### src/rtl/serial_magnitude_ctrl_pkg.sv
// Shared types and constants for the nibble-serial magnitude comparator.
// Result codes are one-hot in {gt, lt, eq} order, matching the output flags.
package serial_magnitude_ctrl_pkg;

  localparam int NIB_W = 4;

  typedef enum logic [1:0] {
    IDLE = 2'd0,
    CMP  = 2'd1,
    DONE = 2'd2
  } state_t;

  localparam logic [2:0] RES_NONE = 3'b000;
  localparam logic [2:0] RES_GT   = 3'b100;
  localparam logic [2:0] RES_LT   = 3'b010;
  localparam logic [2:0] RES_EQ   = 3'b001;

endpackage

### src/rtl/serial_magnitude_ctrl_nibble_cmp.sv
// Purely combinational 4-bit unsigned comparator shared by every step of a
// wide compare.
module nibble_cmp
  import serial_magnitude_ctrl_pkg::*;
(
  input  logic [NIB_W-1:0] a,
  input  logic [NIB_W-1:0] b,
  output logic             gt,
  output logic             lt,
  output logic             eq
);

  assign gt = (a > b);
  assign lt = (a < b);
  assign eq = (a == b);

endmodule

### src/rtl/serial_magnitude_ctrl.sv
// Wide unsigned compare done one nibble per clock, MSB nibble first, with an
// early exit at the first differing nibble and a start/busy/done handshake.
module serial_magnitude_ctrl
  import serial_magnitude_ctrl_pkg::*;
#(
  parameter int NIBBLES = 4
) (
  input  logic                     clk,
  input  logic                     rst,
  input  logic                     start,
  input  logic [4*NIBBLES-1:0]     a,
  input  logic [4*NIBBLES-1:0]     b,
  output logic                     busy,
  output logic                     done,
  output logic                     a_greater_b,
  output logic                     a_lesser_b,
  output logic                     a_equal_b
);

  localparam int W     = NIB_W * NIBBLES;
  localparam int IDX_W = (NIBBLES > 1) ? $clog2(NIBBLES) : 1;
  localparam logic [IDX_W-1:0] IDX_TOP = IDX_W'(NIBBLES - 1);

  state_t           state;
  logic [W-1:0]     a_q;
  logic [W-1:0]     b_q;
  logic [IDX_W-1:0] idx;
  logic [2:0]       res_q;

  logic [NIB_W-1:0] a_nib;
  logic [NIB_W-1:0] b_nib;
  logic             nib_gt;
  logic             nib_lt;
  logic             nib_eq;
  logic [2:0]       nib_res;

  // Only the selected nibble reaches the single shared comparator.
  assign a_nib = a_q[NIB_W*int'(idx) +: NIB_W];
  assign b_nib = b_q[NIB_W*int'(idx) +: NIB_W];

  nibble_cmp u_nibble_cmp (
    .a  (a_nib),
    .b  (b_nib),
    .gt (nib_gt),
    .lt (nib_lt),
    .eq (nib_eq)
  );

  // NOTE: assign a default first so every path drives nib_res and no latch is inferred.
  always_comb begin
    nib_res = RES_EQ;
    if (nib_gt)      nib_res = RES_GT;
    else if (nib_lt) nib_res = RES_LT;
  end

  // NOTE: sequential state uses non-blocking assignments so every register
  // samples pre-edge values regardless of statement order.
  always_ff @(posedge clk) begin
    if (rst) begin
      state <= IDLE;
      a_q   <= '0;
      b_q   <= '0;
      idx   <= '0;
      res_q <= RES_NONE;
      busy  <= 1'b0;
      done  <= 1'b0;
    end else begin
      done <= 1'b0;
      case (state)
        IDLE, DONE: begin
          if (start) begin
            state <= CMP;
            a_q   <= a;
            b_q   <= b;
            idx   <= IDX_TOP;
            res_q <= RES_NONE;
            busy  <= 1'b1;
          end else begin
            state <= IDLE;
          end
        end
        CMP: begin
          // A differing nibble, or equality down to nibble 0, ends the compare.
          if (!nib_eq || (idx == '0)) begin
            res_q <= nib_res;
            state <= DONE;
            busy  <= 1'b0;
            done  <= 1'b1;
          end else begin
            idx <= idx - 1'b1;
          end
        end
        default: begin
          state <= IDLE;
          busy  <= 1'b0;
        end
      endcase
    end
  end

  assign {a_greater_b, a_lesser_b, a_equal_b} = res_q;

endmodule

### config.mk
export PLATFORM = sky130hd
export DESIGN_NAME = serial_magnitude_ctrl
export DESIGN_NICKNAME = d
export VERILOG_FILES = /design/src/rtl/serial_magnitude_ctrl_pkg.sv /design/src/rtl/serial_magnitude_ctrl_nibble_cmp.sv /design/src/rtl/serial_magnitude_ctrl.sv
export SDC_FILE = /design/constraint.sdc
export NUM_CORES = 1
export LEC_CHECK = 0
export ABC_AREA = 0
export CAP_MARGIN = 25
export CORE_ASPECT_RATIO = 1.4
export CORE_MARGIN = 10
export CORE_UTILIZATION = 45
export DETAILED_ROUTE_END_ITERATION = 7
export GPL_TIMING_DRIVEN = 1
export PLACE_DENSITY_LB_ADDON = 0.15
export SYNTH_ARGS = -nofsm -noshare
export SYNTH_HDL_FRONTEND = slang
export SYNTH_HIERARCHICAL = 1
export SYNTH_SLANG_ARGS = --single-unit
### constraint.sdc
create_clock -name clk -period 2.28 [get_ports clk]
set_input_delay 0.456 -clock clk [delete_from_list [all_inputs] [get_ports clk]]
set_output_delay 0.456 -clock clk [all_outputs]
set_load 0.03 [all_outputs]
==> impl_metrics.tcl, run 1 <==
set metrics [dict create \
    outcome "finished with violations" \
    failed_checks "negative setup slack" \
    die_width_um 73.4 \
    dieArea_sq_mm 0.00696 \
    finalCriticalPeriod_ps 2310 \
    boundaryPins 40 \
    cts.htree.levels 2 \
    placement.setup.worst_slack_ps -52.5 \
    crit_chain "buf_6 -> mux4_2 -> inv_2 -> ha_4 -> nor2b_4 -> o21bai_4 -> a21oi_2 -> or4b_4 -> a21oi_2" \
    power_frac_clock 0.327 \
    synthesis.nets 245 \
    power.density_mw_per_mm2 747 \
    path_class "flop to flop" \
    routabilityCongestion 0.779 \
    avgRoutedWirePerCell_um 13.8 \
    max_clock_freq_ghz 0.433 \
    vdd_ir_drop_max_mv 0.675 \
    synthesis.instances 205 \
    grt_start_max_net_pins 35 \
    start_kind "flop" \
    drv.max_cap_violation_count 0 \
    fin_ws_ps -27.9 \
    synth_seq_cells 41 \
    wire_length_of_the_first_global_routing_pass_mm 6.69 \
    yosys_most_used_dff "dfxtp_1" \
    max-clock-path-buffers 2 \
    cp_slowest_stage_delay_ps 540 \
    diodes 0 \
    place_hpwl_mm 3.06 \
    layoutNonFillerInstCount 289 \
    antenna_violations_before_repair 0 \
    timing.hold.worst.class "flop to flop" \
    synth_async_sr_flop_share 0 \
    detail_route.iter0.violations 71 \
    post_route_cells_drive_above_1_share 0.171 \
    floorplan.initialDensity 0.463 \
    hold-path-cell-count 2 \
    mostFrequentLayoutCell "nand2_1" \
    hold_buffers 0 \
    post_synthesis_to_final_layout_area_growth_pct 34.9 \
    wl_mm 4.00 \
    placementRows 27 \
    tritoncts "yes" \
    number_of_global_route_vias_before_repair 1498 \
    crit_path_max_fanout 4 \
    intPower_mw 1.36 \
    number_of_clock_sinks 41 \
    post_synth.cell_area_avg_sq_um 8.78 \
    detailed_route_drc_error_count 0 \
    core_area_sq_mm 0.00388 \
    critical_path.endpoint_type "flop" \
    synth_edf_count 0 \
    period_share 1.01 \
    p_comb_frac 0.231 \
    final_nets 285 \
    r2r.worst_path.cells 9 \
    globalRoute.totalOverflow 0 \
    numCtsBuffers 5 \
    worst_ep_required_time_ps 2510 \
    final-setup-viol-count 2 \
    final_max_slew_viol_count 0 \
    worst_slew_margin_rel 0.727 \
    crit_slowest_cell "or4b_4" \
    layout_common_cells "nand2_1, dfxtp_1, clkdlybuf4s50_1" \
    grt_util_overall 0.119 \
    total_switching_power_mw 0.455 \
    synth.lib_cells_used.distinct 26 \
    leakage_nw 0.918 \
    crit_path_top_cell_by_count "a21oi_2" \
    p_seq_frac 0.442 \
    ff2ff_setup_slack_ps -30 \
    switching_share 0.251 \
    detailroute.via_count 1487 \
    finalHoldViolCount 0 \
    clkLatencyLatePin_ps 290 \
    place_inst 281 \
    drt_pre_antenna_iters 6 \
    clockRootBuffer "clkbuf_8" \
    worst_ep_arrival_time_ps 2540 \
    clk_pin_slew_ps 80 \
    viasPerCell 5.15 \
    worst_slew_pin_slew_ps 409 \
    synth.yosys.seq_area_share 0.456 \
    antenna_left 0 \
    grt_setup_unrepaired "yes" \
    synth.cell_area_sq_mm 0.00180 \
    die_h_um 94.8 \
    setup_clock_skew_after_layout_ps 6.65 \
    ys_warn_count 6 \
    port_bufs 39 \
]
[power by group through the flow]
stage / Sequential, mW / Clock [mW] / Combinational [mW]
5_1_grt: 0.808 / 0.630 / 0.461
3_3_place_gp: 0.816 / 0 / 0.397
3_5_place_dp: 0.818 / 0 / 0.406
6_report: 0.801 / 0.594 / 0.419
4_1_cts: 0.802 / 0.604 / 0.412
2_1_floorplan: 0.816 / 0 / 0.271
[registers in the layout (all words and copies together), names as in the netlist]
signal  flops
a_q        16
res_q       3
b_q        16
state       2
idx         2
done        1
busy        1
[Yosys cell counts, types with 2 or more instances]
| master | count | share of area |
|---|---|---|
| ha_1 | 5 | 0.035 |
| mux4_2 | 8 | 0.10 |
| nor2b_4 | 2 | 0.015 |
| a21oi_1 | 38 | 0.11 |
| nand2_1 | 66 | 0.14 |
| clkbuf_1 | 7 | 0.015 |
| o211ai_1 | 3 | 0.013 |
| buf_2 | 8 | 0.022 |
| nor3_1 | 3 | 0.0083 |
| nand2b_1 | 2 | 0.0070 |
| inv_1 | 6 | 0.013 |
| dfxtp_1 | 41 | 0.46 |
| nor2_1 | 3 | 0.0063 |
[metal layers]
metal | global-route usage | vias up | wire, um
met5 | 0 | - | 0
met4 | 0.0467 | 0 | 65
met3 | 0.0378 | 6 | 203
met2 | 0.207 | 27 | 2090
met1 | 0.130 | 688 | 1640
li1 | - | 766 | -
[worst max-delay path, delay by kind of cell (launching register included)]
| family | cells | cell delay, ps |
|---|---|---|
| mux | 1 | 500 |
| compound gates | 3 | 310 |
| fa+ha+maj | 1 | 200 |
| flops | 1 | 380 |
| buf+inv | 2 | 200 |
| simple gates | 2 | 670 |
[worst paths after layout]
| check | from | end |
|---|---|---|
| worst min-delay path | b_q[6]$_SDFFE_PP0P_ | b_q[6]$_SDFFE_PP0P_ |
| worst max register to register | idx[0]$_SDFFE_PP0P_ | res_q[1]$_SDFFE_PP0P_ |
| worst max-delay path | idx[0]$_SDFFE_PP0P_ | res_q[1]$_SDFFE_PP0P_ |
| worst min register to register | b_q[6]$_SDFFE_PP0P_ | b_q[6]$_SDFFE_PP0P_ |
[per-stage QoR]
stage	setup TNS [ps]	total power [mW]	hold WS, ps	area, sq um	utilization
6_report	-54.0	1.81	459	2430	0.625
5_1_grt	-256	1.90	474	2430	0.625
4_1_cts	-73.5	1.82	457	2420	0.622
3_5_place_dp	-89.7	1.22	447	2290	0.589
3_3_place_gp	-17.0	1.21	443	2290	0.589
2_1_floorplan	0	1.09	433	1840	-
[cell type report]
class | count | area, sq um
Timing Repair Buffer | 49 | 489
Sequential cell | 41 | 825
Clock buffer | 7 | 86.3
Tap cell | 43 | 53.8
Clock inverter | 1 | 30.0
Multi-Input combinational cell | 142 | 921
Inverter | 6 | 22.5
Fill cell | 353 | 1460
[cells by family after synthesis]
family,count (synthesis),synth area share
buffers and inverters,22,0.0556
multiplexers,8,0.100
adder cells (fa/ha/maj),5,0.0348
AO/OA/AOI/OAI,46,0.146
flip-flops,41,0.456
AND/OR/NAND/NOR,83,0.207
[what timing repair did]
item                       CTS  global route
setup endpoints to repair    2             4
pin swaps                    3             1
setup buffers                0             0
hold endpoints to repair     0             0
resized for setup            5             4
No activity file was read; power rests on OpenSTA's default activity.
==> inputs of run 2 (changes only) <==
--- a/config.mk
+++ b/config.mk
@@ -9,9 +9,9 @@
 export CAP_MARGIN = 25
 export CORE_ASPECT_RATIO = 1.4
 export CORE_MARGIN = 10
-export CORE_UTILIZATION = 45
+export CORE_UTILIZATION = 40
 export DETAILED_ROUTE_END_ITERATION = 7
-export GPL_TIMING_DRIVEN = 1
+export GPL_TIMING_DRIVEN = 0
 export PLACE_DENSITY_LB_ADDON = 0.15
 export SYNTH_ARGS = -nofsm -noshare
 export SYNTH_HDL_FRONTEND = slang
==> impl_metrics.tcl, run 2 (synthesis gave the netlist of run 1 again) <==
set metrics [dict create \
    outcome "finished with violations" \
    failed_checks "negative setup slack" \
    placementRows 28 \
    drv.max_cap_violation_count 0 \
    worst_ep_arrival_time_ps 2650 \
    area_taken_by_multi_input_logic_gates_sq_um 936 \
    number_of_clock_sinks 41 \
    period_share 1.06 \
    mostFrequentLayoutCell "nand2_1" \
    clkLatencyLatePin_ps 300 \
    place_inst 303 \
    grt_setup_unrepaired "yes" \
    max_clock_freq_ghz 0.413 \
    final_core_util 0.579 \
    final_nets 291 \
    tritoncts "yes" \
    number_of_global_route_vias_before_repair 1524 \
    leakage_nw 0.922 \
    hold_buffers 0 \
    detailed_route_drc_error_count 0 \
    setup_clock_skew_after_layout_ps 8.98 \
    start_kind "flop" \
    antenna_violations_before_repair 0 \
    clk_pin_slew_ps 80 \
    layoutNonFillerInstCount 312 \
    die_width_um 76.7 \
    floorplan.initialDensity 0.421 \
    die_h_um 99.4 \
    intPower_mw 1.36 \
    worst_slew_pin_slew_ps 573 \
    antenna_left 0 \
    worst_ep_required_time_ps 2510 \
    timing.hold.worst.start "a_q[10]$_SDFFE_PP0P_" \
    crit_chain "buf_12 -> mux4_2 -> ha_4 -> nor2b_4 -> o21bai_4 -> and2_4 -> or4_1 -> a21oi_1" \
    reg.largest.list "a_q (16), b_q (16), res_q (3)" \
    total_switching_power_mw 0.498 \
    detail_route.iter0.violations 59 \
    stdcell_area_sq_mm 0.00248 \
    grt_util_overall 0.121 \
    power.density_mw_per_mm2 749 \
    crit_slowest_cell "mux4_2" \
    finalHoldViolCount 0 \
    crit-reg2reg-launch "idx[0]$_SDFFE_PP0P_" \
    boundaryPins 40 \
    critical_path.endpoint_type "flop" \
    timing.hold.worst.class "flop to flop" \
    port_bufs 38 \
    switching_share 0.268 \
    numCtsBuffers 5 \
    path_class "flop to flop" \
    r2r.worst_path.cells 8 \
    diodes 0 \
    p_seq_frac 0.427 \
    globalRoute.totalOverflow 0 \
    finalCriticalPeriod_ps 2420 \
    post_synthesis_to_final_layout_area_growth_pct 37.6 \
    final-setup-viol-count 3 \
    cp_top_family "simple AND/OR/NAND/NOR gates" \
    holdPathEnd "a_q[10]$_SDFFE_PP0P_" \
    routabilityCongestion 0.772 \
    worst_slew_margin_rel 0.618 \
    wl_mm 4.55 \
    wire_length_of_the_first_global_routing_pass_mm 7.36 \
    worstReg2RegEnd "res_q[0]$_SDFFE_PP0P_" \
    cts.htree.levels 2 \
    power_frac_clock 0.331 \
    cp_slowest_stage_delay_ps 550 \
    clockRootBuffer "clkbuf_8" \
    place_hpwl_mm 3.27 \
    crit_path_max_fanout 5 \
    finalPower_mw 1.85 \
    dieArea_sq_mm 0.00762 \
    core_area_sq_mm 0.00427 \
    p_comb_frac 0.242 \
    ff2ff_setup_slack_ps -140 \
    max-clock-path-buffers 2 \
    n_fill_cell 412 \
    viasPerCell 4.82 \
    place_area_sq_mm 0.00230 \
    drt_pre_antenna_iters 4 \
    vdd_ir_drop_max_mv 0.461 \
    hold-path-cell-count 2 \
    timing.hold.ws_ps 454 \
    avgRoutedWirePerCell_um 14.6 \
    post_route_cells_drive_above_1_share 0.179 \
    final_max_slew_viol_count 0 \
    fin_ws_ps -141 \
    layout_common_cells "nand2_1, dfxtp_1, clkdlybuf4s50_1" \
    grt_start_max_net_pins 14 \
    register_area_sq_um 825 \
    detailroute.via_count 1504 \
    critical_path_buf_inv_count 1 \
]
-- run 2: how the worst max path moves through the flow --
stage	startpoint	to	slack (ps)	cells after the start
floorplan	idx[0]$_SDFFE_PP0P_	res_q[0]$_SDFFE_PP0P_	10	10
global placement	idx[0]$_SDFFE_PP0P_	res_q[0]$_SDFFE_PP0P_	-110	10
finish	idx[0]$_SDFFE_PP0P_	res_q[0]$_SDFFE_PP0P_	-140	8
CTS	idx[0]$_SDFFE_PP0P_	res_q[0]$_SDFFE_PP0P_	-140	8
detailed placement	idx[0]$_SDFFE_PP0P_	res_q[0]$_SDFFE_PP0P_	-140	10
global route	idx[0]$_SDFFE_PP0P_	res_q[0]$_SDFFE_PP0P_	-200	8
-- run 2: per-layer routing --
layer  GRT usage  wire [um]
met2       0.221       2400
met4      0.0560         80
met3      0.0342        169
met1       0.124       1900
met5           0          0
-- run 2: repair_timing --
| action | CTS | global route |
|---|---|---|
| gates cloned | 1 | 0 |
| pin swaps | 6 | 1 |
| resized for setup | 7 | 4 |
| buffers inserted | 0 | 1 |
| setup endpoints to repair | 2 | 4 |
-- run 2: power by group through the flow --
stage	combinational [mW]	sequential, mW	clock, mW
6_report	0.448	0.792	0.614
5_1_grt	0.489	0.799	0.655
4_1_cts	0.431	0.793	0.626
3_5_place_dp	0.419	0.806	0
3_3_place_gp	0.413	0.805	0
2_1_floorplan	0.271	0.816	0
-- run 2: through the flow --
stage	worst slack [ps]	setup TNS, ps
floorplan	14.7	0
global placement	-111	-208
detailed placement	-140	-264
CTS	-142	-252
global route	-200	-502
finish	-141	-271
-- run 2: cell type report --
class,count,area share
Buffer,15,0.0334
Clock buffer,6,0.0334
Clock inverter,2,0.0152
Inverter,6,0.00910
Multi-Input combinational cell,142,0.378
Sequential cell,41,0.333
Tap cell,60,0.0303
Timing Repair Buffer,40,0.168
-- run 2: worst register-to-register path: stages (launching register included) --
cell and delay [ps]:
dfxtp_4 400, buf_12 130, mux4_2 560, ha_4 290, nor2b_4 150, o21bai_4 60, and2_4 140, or4_1 500
a21oi_1 130
